`src/rtl/imm_ext_pkg.sv`:
```
// Shared encodings for the immediate-extension pipeline: extension modes and
// skid-buffer occupancy states.
package imm_ext_pkg;

  typedef enum logic [2:0] {
    MODE_ZERO   = 3'd0,
    MODE_SIGN   = 3'd1,
    MODE_UPPER  = 3'd2,
    MODE_BRANCH = 3'd3,
    MODE_SHAMT  = 3'd4
  } mode_e;

  typedef enum logic [1:0] {
    ST_EMPTY = 2'd0,
    ST_ONE   = 2'd1,
    ST_TWO   = 2'd2
  } state_e;

endpackage

```
`src/rtl/imm_ext_core.sv`:
```
// Combinational immediate extender. Modes 5-7 are reserved: they produce the
// zero-extended value and raise illegal.
module imm_ext_core
  import imm_ext_pkg::*;
#(
  parameter int IN_W  = 16,
  parameter int OUT_W = 32
) (
  input  logic [IN_W-1:0]  imm,
  input  logic [2:0]       mode,
  output logic [OUT_W-1:0] data,
  output logic             illegal
);

  logic signed [OUT_W-1:0] sext;

  always_comb begin
    sext    = {{(OUT_W-IN_W){imm[IN_W-1]}}, imm};
    data    = '0;
    illegal = 1'b0;
    case (mode)
      MODE_ZERO:   data = OUT_W'(imm);
      MODE_SIGN:   data = sext;
      MODE_UPPER:  data = {imm, {(OUT_W-IN_W){1'b0}}};
      MODE_BRANCH: data = sext <<< 2;
      MODE_SHAMT:  data = OUT_W'(imm[4:0]);
      default: begin
        data    = OUT_W'(imm);
        illegal = 1'b1;
      end
    endcase
  end

endmodule

```
`src/rtl/imm_extend_pipe.sv`:
```
// Immediate extender followed by a 2-entry skid buffer with a registered in_ready.
// Optional statistics counters are enabled by defining IMM_EXT_STATS_EN.
module imm_extend_pipe
  import imm_ext_pkg::*;
#(
  parameter int IN_W  = 16,
  parameter int OUT_W = 32
) (
  input  logic             Clk,
  input  logic             Rst_n,
  input  logic             in_valid,
  output logic             in_ready,
  input  logic [IN_W-1:0]  in_imm,
  input  logic [2:0]       in_mode,
  output logic             out_valid,
  input  logic             out_ready,
  output logic [OUT_W-1:0] out_data,
  output logic             out_illegal
`ifdef IMM_EXT_STATS_EN
  ,
  output logic [15:0]      xfer_count,
  output logic [15:0]      stall_count
`endif
);

  logic [OUT_W-1:0] ext_data_p0;
  logic             ext_ill_p0;
  logic [OUT_W-1:0] out_data_p1, skid_data_p1;
  logic             out_ill_p1, skid_ill_p1;
  logic             ready_q;
  state_e           state_q, state_d;
  logic             in_xfer, out_xfer;
  logic             load_out, load_skid, move_skid;

  imm_ext_core #(.IN_W(IN_W), .OUT_W(OUT_W)) u_core (
    .imm     (in_imm),
    .mode    (in_mode),
    .data    (ext_data_p0),
    .illegal (ext_ill_p0)
  );

  assign in_xfer     = in_valid && ready_q;
  assign out_xfer    = out_valid && out_ready;
  assign in_ready    = ready_q;
  assign out_data    = out_data_p1;
  assign out_illegal = out_ill_p1;

  always_ff @(posedge Clk or negedge Rst_n) begin
    if (!Rst_n) begin
      state_q <= ST_EMPTY;
      ready_q <= 1'b0;
    end else begin
      state_q <= state_d;
      ready_q <= (state_d != ST_TWO);
    end
  end

  always_comb begin
    state_d = state_q;
    case (state_q)
      ST_EMPTY: if (in_xfer) state_d = ST_ONE;
      ST_ONE: begin
        if (in_xfer && !out_xfer)      state_d = ST_TWO;
        else if (!in_xfer && out_xfer) state_d = ST_EMPTY;
      end
      ST_TWO:   if (out_xfer) state_d = ST_ONE;
      default:  state_d = ST_EMPTY;
    endcase
  end

  // Load steering: the output register takes new data whenever it empties
  // this cycle; the skid register only catches an input blocked by a stall.
  always_comb begin
    out_valid = (state_q != ST_EMPTY);
    load_out  = in_xfer && ((state_q == ST_EMPTY) || (state_q == ST_ONE && out_xfer));
    load_skid = in_xfer && (state_q == ST_ONE) && !out_xfer;
    move_skid = (state_q == ST_TWO) && out_xfer;
  end

  // Stage p1: output register (cleared by reset) and skid register
  always_ff @(posedge Clk or negedge Rst_n) begin
    if (!Rst_n) begin
      out_data_p1 <= '0;
      out_ill_p1  <= 1'b0;
    end else if (move_skid) begin
      out_data_p1 <= skid_data_p1;
      out_ill_p1  <= skid_ill_p1;
    end else if (load_out) begin
      out_data_p1 <= ext_data_p0;
      out_ill_p1  <= ext_ill_p0;
    end
  end

  always_ff @(posedge Clk) begin
    if (load_skid) begin
      skid_data_p1 <= ext_data_p0;
      skid_ill_p1  <= ext_ill_p0;
    end
  end

`ifdef IMM_EXT_STATS_EN
  always_ff @(posedge Clk or negedge Rst_n) begin
    if (!Rst_n) begin
      xfer_count  <= '0;
      stall_count <= '0;
    end else begin
      if (out_xfer && xfer_count != 16'hFFFF)
        xfer_count <= xfer_count + 16'd1;
      if (out_valid && !out_ready && stall_count != 16'hFFFF)
        stall_count <= stall_count + 16'd1;
    end
  end
`endif

endmodule

```
`config.mk`:
```
export PLATFORM = sky130hd
export DESIGN_NAME = imm_extend_pipe
export DESIGN_NICKNAME = d
export VERILOG_FILES = /design/src/rtl/imm_ext_pkg.sv /design/src/rtl/imm_ext_core.sv /design/src/rtl/imm_extend_pipe.sv
export SDC_FILE = /design/constraint.sdc
export NUM_CORES = 1
export LEC_CHECK = 0
export ABC_CLOCK_PERIOD_IN_PS = 3700
export BUFFER_PORTS_ARGS = -buffer_cell sky130_fd_sc_hd__buf_2
export CORE_UTILIZATION = 50
export DETAILED_ROUTE_END_ITERATION = 8
export PLACE_DENSITY = 0.78
export SLEW_MARGIN = 10
export SYNTH_ARGS = -nofsm -noshare
export SYNTH_HDL_FRONTEND = slang
export SYNTH_SLANG_ARGS = --single-unit
```
`constraint.sdc`:
```
create_clock -name Clk -period 3.7 [get_ports Clk]
set_input_delay 0.925 -clock Clk [delete_from_list [all_inputs] [get_ports Clk]]
set_output_delay 0.925 -clock Clk [all_outputs]
set_load 0.03 [all_outputs]
```
==> summary.txt, run 1 <==
Place
  – Hpwl dp: between 4 and 5 mm
  – IO Port Bufs: 57
  – RePlAce Congestion: ~0.78
  – Post-DP Area: 0.00357 mm²

Timing
  – Endpoints failing hold: 0
  – Period minus WS final: 2.28 ns
  – Fmax achieved: ~440 MHz
  – Worst clock skew: roughly 0.0073 ns
  – Slew Limit Fails: 0
  – Slew HR: 0.433
  – Final Cycle Share: 0.616
  – RSZ-0062 raised after global routing: false
  – Hold Slack: ~0.45 ns
  – Worst slew pin tran: around 0.85 ns
  – Setup TNS: 0 ns
  – Final setup violating endpoints: 0

Detailed routing
  – Antenna viol nets, final: 0
  – DRC: 0
  – DRT Wirelength: between 6 and 7 mm
  – Via count: roughly 2,300
  – WL/cell: approximately 16 µm
  – Via-to-Cell Ratio: approximately 5.5
  – Pre-antenna DRT Iters: 4
  – Initial DRC count: about 200

CTS
  – Clk root buf: clkbuf_8
  – CTS Buf Count: 9
  – CTS resizes: 0
  – H-tree depth: 3
  – CTS max path bufs: 2
  – Cts hold-fix bufs: 0
  – Clk slew on worst S/H paths: around 0.07 ns
  – CTS tree: done
  – Post-CTS setup buffers: 0
  – Clock Sinks: 69
  – Clk_lat worst skew: 0.33 ns

Synthesis
  – Yosys reg bits: between 60 and 70
  – Cell variety after synth: 29
  – Post-Synth Adder-Cell Area: 0
  – Post-Syn Area: 0.00326 mm²
  – Synth Area in XOR/XNOR: 0
  – Synth warn: 0
  – Synth top area cells: edfxtp_1 (30%), dfrtp_1 (28%), inv_1 (6.6%), o221ai_1 (6.2%), o221ai_2 (4.6%)
  – Synth Area in Compound Gates: 0.208
  – Fraction of synthesized area in multiplexers: 0.0200
  – Post-Synth Simple-Gate Area: 0.0899
  – Register area share after synthesis: 0.581
  – Top-area cell type share of the netlist area: 0.304
  – Syn Area/Cell: approximately 11 µm²
  – Largest family of logic cells by synthesized area: compound AO/OA/AOI/OAI gates
  – Synth Instances: 298
  – Syn nets: between 300 and 400
  – Largest area contributor in the netlist: edfxtp_1

Setup path
  – FF-to-FF Start: state_q[0]
  – Worst path slowest cell: dfrtp_1
  – Startpoint types: register
  – CP Buf/Inv Count: 1
  – Crit-path max FO: 9
  – R2R cell count: 3
  – CP Depth: 2
  – Worst path arrival time: ~1.4 ns
  – Crit path capture: out_valid
  – R2R Setup Slk: roughly 1.9 ns
  – Worst path max stage delay: 0.51 ns
  – Family with the most delay on the worst path: flip-flops
  – CP Class: reg -> out
  – Critical path endpoint category: output port
  – Worst EP required: 2.77 ns
  – Crit Reg-Reg Endpoint: skid_ill_p1
  – CP Cell Sequence: or2_2 > buf_2
  – Critical path origin: state_q[1]

Die
  – Site Rows: 29
  – Die Ht: between 80 and 90 µm
  – IO Pins: 58
  – Die width: 82.7 µm
  – Starting Density: 0.516
  – Core footprint: 0.00631 mm²
  – Die ar.: just under 0.007 mm²

Power and ir drop
  – Pleak: 0.00176 µW
  – Pwr/cell area: ~710 mW/mm²
  – VDD IR max: roughly 330 µV

GRT
  – Vias in the first global route: roughly 2,100
  – Total gr overflow: 0
  – GRT Util Overall: 0.216
  – Largest net degree at the start of global routing: 37
  – Initial antenna violation count: 0
  – Global-route wire length before repair: around 11 mm

Flow run
  – Max-cap check violation count: 0

Finish
  – Design Area, Final: roughly 0.0038 mm²
  – Area growth, synth to finish: 15.4%
  – Diodes inserted: 0
  – # fillers: approximately 540
  – Layout Nets: 369
  – Commonest non-fill, non-tap cells in the layout: inv_1 (57), buf_2 (57), nand2_1 (39)
  – Final core utilization: 0.595
  – Layout cells sized above 1: 0.259

Min path
  – Hold path cells: 2
  – Hold Crit Class: reg -> reg

Status
  – Status: completed
[report_power, final]
part / total, µW / switching (µW) / internal [µW] / leakage, µW
Combinational: 982 / 674 / 308 / 0.000896
Sequential: 1120 / 103 / 1020 / 0.000767
Clock: 577 / 261 / 316 / 0.0000974
Total: 2680 / 1040 / 1640 / 0.00176
[worst reg2reg max path: stages (launching register included)]
cell	delay, ns
dfrtp_1	0.40
nor2b_1	0.40
nor3b_4	0.25
buf_4	0.42
[area by class of cell]
type / instances / area [µm²] / share of cell area
flip-flops and latches: 69 / 1890 / 0.503
multi-input cells: 149 / 1060 / 0.281
repair buffers: 60 / 308 / 0.0819
inverters: 57 / 214 / 0.0569
clock buffers: 15 / 186 / 0.0496
well taps: 77 / 96.3 / 0.0256
clock inverters: 1 / 3.75 / 0.000999
[per-layer routing]
metal  up-vias  track usage  wire length, µm  part of all wire
li1       1147            -                -                 -
met1      1116        0.306             3040              0.45
met2        73        0.311             3240              0.48
met3        11       0.0407              372             0.055
met4         0        0.117              152             0.022
met5         -            0                0                 0
[registers in the layout, summed over array words and instances (netlist names)]
register      cells
out_data         32
state_q           2
skid_data_p1     32
skid_ill_p1       1
out_illegal       1
in_ready          1
[Yosys cell counts (all sizes together)]
cell type   n
buf        16
o221ai     33
and3b       2
inv        57
o32ai       1
mux2i       2
nand2b      2
a221oi     11
a21oi      15
dfrtp      36
o22ai       1
nor2b       2
or3         1
or2         2
or4         1
mux2        4
nand2      39
nor2       17
edfxtp     33
a211o       1
clkbuf      7
and2        1
o211ai      1
o21ai       1
o211a      11
nor3b       1
[how the worst min path moves through the flow]
| stage | startpoint | endpoint | slack (ns) |
|---|---|---|---|
| after floorplan | skid_data_p1[0] | out_data[0] | 0.43 |
| after global placement | skid_data_p1[14] | out_data[14] | 0.43 |
| after detailed placement | skid_data_p1[25] | out_data[25] | 0.44 |
| after CTS | skid_data_p1[26] | out_data[26] | 0.46 |
| after global routing | skid_data_p1[20] | out_data[20] | 0.48 |
| final | skid_data_p1[25] | out_data[25] | 0.45 |
[through the flow]
step / instances / power, µW / setup WS [ns]
after floorplan: 298 / 1840 / 0.706
after global placement: 412 / 2100 / 1.18
after detailed placement: 412 / 2120 / 1.13
after CTS: 428 / 2700 / 1.41
after global routing: 428 / 2840 / 1.32
final: 428 / 2680 / 1.42
[cells by family after synthesis]
kind of cell           after synthesis
DFF                                 69
AOI/OAI and AO/OA                   75
buffers and inverters               80
and+or+nand+nor                     68
muxes                                6
Power figures use the tool's default switching activity.
==> run 2, diff against run 1 <==
ABC_AREA = 1   (was unset)
ABC_CLOCK_PERIOD_IN_PS = 2100   (was 3700)
CORE_UTILIZATION = 55   (was 50)
PLACE_DENSITY = 0.82   (was 0.78)
clock period = 2.1 ns   (was 3.7 ns; I/O delays follow)
==> run 2 against run 1 <==
  * Global-route usage rose by 4.5 points
  * Clock skew fell by 0.00080 ns
  * Hold slack got worse by 0.18 ns
  * Count of clock-buffer cells in the layout fell by 1
  * Via count rose by 14%
  * Die area fell by 9.3%
  * Area after synthesis fell by 0.54%
  * Clock power rose by 72%
  * Critical path type is now reg -> reg
==> summary.txt, run 2 <==
Synthesis
  – Synth top area cells: edfxtp_1 (31%), dfrtp_1 (28%), nand2_1 (15%), nand3_1 (7.6%), inv_1 (4.3%)
  – Top-area cell type share of the netlist area: 0.306 (+0.00165)
  – Largest area contributor in the netlist: edfxtp_1
  – Post-synth EDFFs: 33 (unchanged)
  – Syn Area/Cell: 8.78 µm² (-20%)
  – Cell variety after synth: 22 (-24%)
  – Top post-synthesis cells by count: nand2_1 (130), nand3_1 (49), inv_1 (37), nor2_1 (37), dfrtp_1 (36)
  – Register area share after synthesis: 0.584 (+0.00314)
  – Most common cell in the netlist: nand2_1
  – Yosys reg bits: 69 (unchanged)
  – Post-synth ARST share: 0.522 (unchanged)
  – Syn nets: 392 (+22%)
  – Synth Instances: 369 (+24%)
  – Post-Syn Area: 0.00324 mm² (-0.54%)
  – Synth Flop Type: dfrtp_1
  – Synth warn: 0 (unchanged)

Detailed routing
  – Via count: 2,681 (+14%)
  – DRT Wirelength: 7.22 mm (+6.0%)
  – Via-to-Cell Ratio: 5.33 (-2.8%)
  – Pre-antenna DRT Iters: 5 (+1)
  – DRC: 0 (unchanged)
  – Antenna viol nets, final: 0 (unchanged)
  – WL/cell: 14.3 µm (-9.8%)
  – Initial DRC count: 292 (+44%)

GRT
  – Initial antenna violation count: 0 (unchanged)
  – Global-route wire length before repair: 12.1 mm (+15%)
  – GRT Util Overall: 0.262 (+0.0455)
  – Vias in the first global route: 2,626 (+25%)
  – Total gr overflow: 0 (unchanged)
  – Largest net degree at the start of global routing: 37 (unchanged)

Finish
  – Diodes inserted: 0 (unchanged)
  – Most common cell after layout, fill and taps aside: nand2_1
  – # fillers: 472 (-13%)
  – Area growth, synth to finish: 15.7%
  – Layout cells sized above 1: 0.220 (-0.0388)
  – Final core utilization: 0.668 (+0.0733)
  – Non-filler instance count after layout: 503 (+18%)
  – Commonest non-fill, non-tap cells in the layout: nand2_1 (130), buf_2 (57), nand3_1 (49)
  – Layout Nets: 450 (+22%)

Setup path
  – CP Buf/Inv Count: 2 (+1)
  – Crit path capture: out_data[27]
  – Worst path max stage delay: 0.45 ns (-0.06 ns)
  – Worst path slowest cell: inv_2
  – Crit Reg-Reg Endpoint: out_data[27]
  – Critical path origin: state_q[0]
  – Family with the most delay on the worst path: buffers and inverters
  – Worst path arrival time: 1.94 ns (+0.59 ns)
  – Most frequent CP cell: nand2_1
  – R2R cell count: 7 (+4)
  – FF-to-FF Start: state_q[0]
  – Critical path endpoint category: register
  – CP Cell Sequence: nor2_1 > nand2_1 > inv_2 > nor2_2 > buf_4 > nand2_1 > nand3_1
  – CP Depth: 7 (+5)
  – CP Class: reg -> reg
  – Worst EP required: 2.31 ns (-0.46 ns)
  – Startpoint types: register
  – R2R Setup Slk: 0.37 ns (-1.48 ns)
  – Crit-path max FO: 34 (+25)

Power and ir drop
  – Pwr/cell area: 1100 mW/mm² (+54%)
  – VDD IR max: 612 µV (+88%)
  – Pleak: 0.00191 µW (+8.4%)

Die
  – Site Rows: 27 (-6.9%)
  – IO Pins: 58 (unchanged)
  – Die width: 78.7 µm (-4.8%)
  – Core footprint: 0.00561 mm² (-11%)
  – Die ar.: 0.00620 mm² (-9.3%)
  – Die Ht: 78.7 µm (-4.8%)
  – Starting Density: 0.578 (+0.0618)

CTS
  – CTS max path bufs: 2 (unchanged)
  – Clk_lat worst skew: 0.35 ns (+0.02 ns)
  – H-tree depth: 3 (unchanged)
  – CTS Buf Count: 9 (unchanged)
  – Clock Sinks: 69 (unchanged)
  – Post-CTS setup buffers: 0 (unchanged)
  – CTS tree: done
  – CTS resizes: 0 (unchanged)
  – Clk root buf: clkbuf_8
  – Cts hold-fix bufs: 0 (unchanged)
  – Clk slew on worst S/H paths: 0.07 ns (about the same)

Timing
  – RSZ-0062 raised after global routing: false
  – Slew Limit Fails: 0 (unchanged)
  – Endpoints failing hold: 0 (unchanged)
  – Final Cycle Share: 0.825
  – Period minus WS final: about 1.7 ns
  – Worst clock skew: 0.00651 ns (-0.000803 ns)
  – Setup TNS: 0 ns (unchanged)
  – Worst slew pin tran: 0.835 ns (-0.0151 ns)
  – Final setup violating endpoints: 0 (unchanged)
  – Fmax achieved: 577 MHz
  – Slew HR: 0.443 (+0.0101)

Place
  – RePlAce Congestion: 0.838 (+7.7%)
  – IO Port Bufs: 57 (unchanged)
  – Dpl cells: 488 (+18%)
  – Hpwl dp: 4.76 mm (+6.1%)

Flow run
  – Max-cap check violation count: 0 (unchanged)

Status
  – Status: completed

Min path
  – Hold Crit Class: in -> async
==> run 2: cell count changes after synthesis, moves of 4 or more <==
cell | previous run | this run
o221ai_1 | 23 | 0
a221oi_1 | 11 | 0
mux2_2 | 4 | 0
nand2_1 | 39 | 130
inv_2 | 0 | 4
nand3_1 | 0 | 49
o21ai_2 | 0 | 10
nor2_1 | 17 | 37
o221ai_2 | 10 | 0
clkbuf_1 | 7 | 0
inv_1 | 57 | 37
a21oi_1 | 15 | 2
o211a_1 | 11 | 0
==> run 2: power breakdown <==
part / leakage (µW) / internal [µW] / switching [µW]
logic: 0.00105 / 360 / 937
registers: 0.000767 / 1690 / 138
clock network: 0.0000926 / 519 / 475
total: 0.00191 / 2570 / 1550
==> run 2: how the worst min path moves through the flow <==
stage / slack [ns] / startpoint / cells past startpoint / end
after floorplan: 0.23 / Rst_n / 0 / in_ready
after global placement: 0.44 / skid_data_p1[29] / 2 / out_data[29]
after detailed placement: 0.45 / skid_data_p1[0] / 2 / out_data[0]
after CTS: 0.31 / Rst_n / 1 / out_data[19]
after global routing: 0.36 / Rst_n / 1 / out_data[19]
final: 0.28 / Rst_n / 1 / out_data[19]
==> run 2: final cells by class <==
type                    instances  area [µm²]  area share
clock buffers                  14         173      0.0461
clock inverters                 1        5.00     0.00134
inverters                      41         154      0.0411
multi-input cells             243        1090       0.291
flip-flops and latches         69        1890       0.505
well taps                      72        90.1      0.0240
repair buffers                 63         343      0.0915
==> run 2: metal layers <==
metal	global-route usage	share of wire	vias up
met1	0.348	0.44	1244
met3	0.0529	0.070	20
met5	0	0	-
met2	0.406	0.47	127
met4	0.137	0.026	0
li1	-	-	1290
==> run 2: kinds of logic (layout without fill, tap and decap cells) <==
| logic type | count (synthesis) | count (layout) | synth area share |
|---|---|---|---|
| AO/OA/AOI/OAI | 22 | 22 | 0.0483 |
| buffers and inverters | 57 | 119 | 0.0796 |
| flip-flops | 69 | 69 | 0.584 |
| AND/OR/NAND/NOR | 221 | 221 | 0.288 |
==> run 2: stage by stage <==
stage               setup slack, ns  hold slack, ns  total power, µW  area, µm²
floorplan                    0.0675           0.229             2740       3240
global placement              0.350           0.444             3120       3570
detailed placement            0.315           0.453             3150       3570
CTS                           0.392           0.310             4130       3750
global route                  0.188           0.359             4330       3750
finish                        0.367           0.276             4120       3750
==> run 3, diff against run 2 <==
ABC_CLOCK_PERIOD_IN_PS = 1700   (was 2100)
clock period = 1.7 ns   (was 2.1 ns; I/O delays follow)
==> run 3 against run 2 <==
  * Combinational power increased by 25%
  * Hold slack lost 0.17 ns
  * Utilization grew 0.96 points
  * Largest cell class unchanged
  * Highest routed layer unchanged
  * Cell area is 1.4% higher
  * First-iteration DRC count is 25% lower
  * Non-clock buffer count rose by 4
==> summary.txt, run 3 (synthesized netlist as in run 2, its figures left out) <==
Power and ir drop
  – Overall power: 5190 µW (+26%)
  – Pwr/cell area: 1360 mW/mm² (+24%)
  – Pleak: 0.00193 µW (+0.90%)
  – VDD IR max: 910 µV (+49%)

GRT
  – Global-route wire length before repair: 11.6 mm (-4.3%)
  – GRT Util Overall: 0.251 (-0.0110)
  – Vias in the first global route: 2,543 (-3.2%)
  – Total gr overflow: 0 (unchanged)
  – Largest net degree at the start of global routing: 37 (unchanged)
  – Initial antenna violation count: 0 (unchanged)

Timing
  – Slew Limit Fails: 0 (unchanged)
  – Setup TNS: 0 ns (unchanged)
  – Worst slew pin tran: 0.461 ns (-0.374 ns)
  – Final setup violating endpoints: 0 (unchanged)
  – Hold Slack: 0.109 ns (-0.166 ns)
  – Fmax achieved: 669 MHz (+16%)
  – RSZ-0062 raised after global routing: false
  – Period minus WS final: 1.49 ns (-0.239 ns)
  – Worst clock skew: 0.0123 ns (+0.00584 ns)
  – Slew HR: 0.693 (+0.250)
  – Final Cycle Share: 0.879 (+0.0538)
  – Endpoints failing hold: 0 (unchanged)

CTS
  – Cts hold-fix bufs: 0 (unchanged)
  – Clock Sinks: 69 (unchanged)
  – CTS Buf Count: 9 (unchanged)
  – CTS tree: done
  – Clk root buf: clkbuf_8
  – CTS max path bufs: 2 (unchanged)
  – Clk slew on worst S/H paths: 0.08 ns (about the same)
  – Clk_lat worst skew: 0.35 ns (about the same)
  – Post-CTS setup buffers: 0 (unchanged)
  – H-tree depth: 3 (unchanged)
  – CTS resizes: 0 (unchanged)

Setup path
  – Startpoint types: register
  – Critical path endpoint category: register
  – Worst EP required: 1.93 ns (-0.38 ns)
  – Crit-path max FO: 22 (-35%)
  – Worst path max stage delay: 0.41 ns (-0.04 ns)
  – CP Class: reg -> reg
  – Worst path slowest cell: dfrtp_1
  – CP Cell Sequence: nor2_1 > nand2_1 > inv_4 > nor2_2 > buf_4 > nand2_1 > nand3_1
  – Worst path arrival time: 1.73 ns (-0.21 ns)
  – Most frequent CP cell: nand2_1

Die
  – Starting Density: 0.578 (unchanged)
  – Site Rows: 27 (unchanged)
  – Core footprint: 0.00561 mm² (unchanged)
  – Die ar.: 0.00620 mm² (unchanged)
  – Die width: 78.7 µm (unchanged)
  – Die Ht: 78.7 µm (unchanged)
  – IO Pins: 58 (unchanged)

Detailed routing
  – Pre-antenna DRT Iters: 5 (unchanged)
  – DRC: 0 (unchanged)
  – DRT Wirelength: 7.03 mm (-2.6%)
  – Antenna viol nets, final: 0 (unchanged)
  – WL/cell: 13.8 µm (-3.6%)
  – Via-to-Cell Ratio: 5.24 (-1.8%)
  – Via count: 2,660 (-0.78%)
  – Initial DRC count: 218 (-25%)

Place
  – Hpwl dp: 4.92 mm (+3.5%)
  – RePlAce Congestion: 0.848 (+1.2%)
  – Post-DP Area: 0.00361 mm² (+0.98%)
  – IO Port Bufs: 57 (unchanged)

Finish
  – Diodes inserted: 0 (unchanged)
  – # fillers: 472 (unchanged)
  – Area growth, synth to finish: 17.4%
  – Final core utilization: 0.678 (+0.00959)
  – Layout Nets: 454 (+0.89%)
  – Design Area, Final: 0.00380 mm² (+1.4%)
  – Layout cells sized above 1: 0.227 (+0.00665)
  – Commonest non-fill, non-tap cells in the layout: nand2_1 (130), buf_2 (57), nand3_1 (49)
  – Most common cell after layout, fill and taps aside: nand2_1

Flow run
  – Max-cap check violation count: 0 (unchanged)

Status
  – Status: completed

Min path
  – Hold Crit Class: in -> async
-- run 3: changes by cell type in the layout (fill, tap and decap cells not counted), sizes merged --
cell	change
buf	+4
bufinv	+1
clkbuf	-2
clkinvlp	+2
-- run 3: critical path: cells and delay by family, from the launching register on --
kind | cells | cell delay, ns
buffers and inverters | 2 | 0.44
flip-flops | 1 | 0.41
AND/OR/NAND/NOR | 5 | 0.52
-- run 3: stage by stage --
| step | setup slack (ns) | std cells |
|---|---|---|
| floorplan | 0.00288 | 369 |
| global placement | 0.190 | 492 |
| detailed placement | 0.0666 | 492 |
| CTS | 0.106 | 508 |
| global route | 0.0710 | 508 |
| finish | 0.206 | 508 |
-- run 3: metal layers --
metal	vias to the layer above	track usage	share of wire
met4	0	0.115	0.018
met3	12	0.0402	0.057
met1	1256	0.323	0.43
met5	-	0	0
li1	1296	-	-
met2	96	0.417	0.50
-- run 3: final timing paths --
path | start | to | slack, ns | cells past startpoint
hold reg to reg | skid_data_p1[24] | out_data[24] | 0.46 | 2
max in group asynchronous | Rst_n | out_data[14] | 1.26 | 2
setup / recovery | state_q[0] | out_data[3] | 0.21 | 7
setup reg to reg | state_q[0] | out_data[3] | 0.21 | 7
min in group Clk | out_ready | state_q[1] | 0.32 | 2
hold / removal | Rst_n | out_data[1] | 0.11 | 2
-- run 3: power by group --
part	leakage, µW	switching [µW]	total (µW)	internal (µW)
Sequential	0.000767	153	2240	2090
Clock	0.0000903	611	1330	714
Combinational	0.00107	1160	1620	457
Total	0.00193	1920	5190	3260
-- run 3: layout make-up --
cell class                 instances  area (µm²)  share of cell area
sequential                        69        1890               0.498
multi-input combinational        243        1100               0.289
timing repair buffer              67         373              0.0981
inverter                          41         156              0.0411
clock buffer                      12         145              0.0382
tap                               72        90.1              0.0237
clock inverter                     4        48.8              0.0128
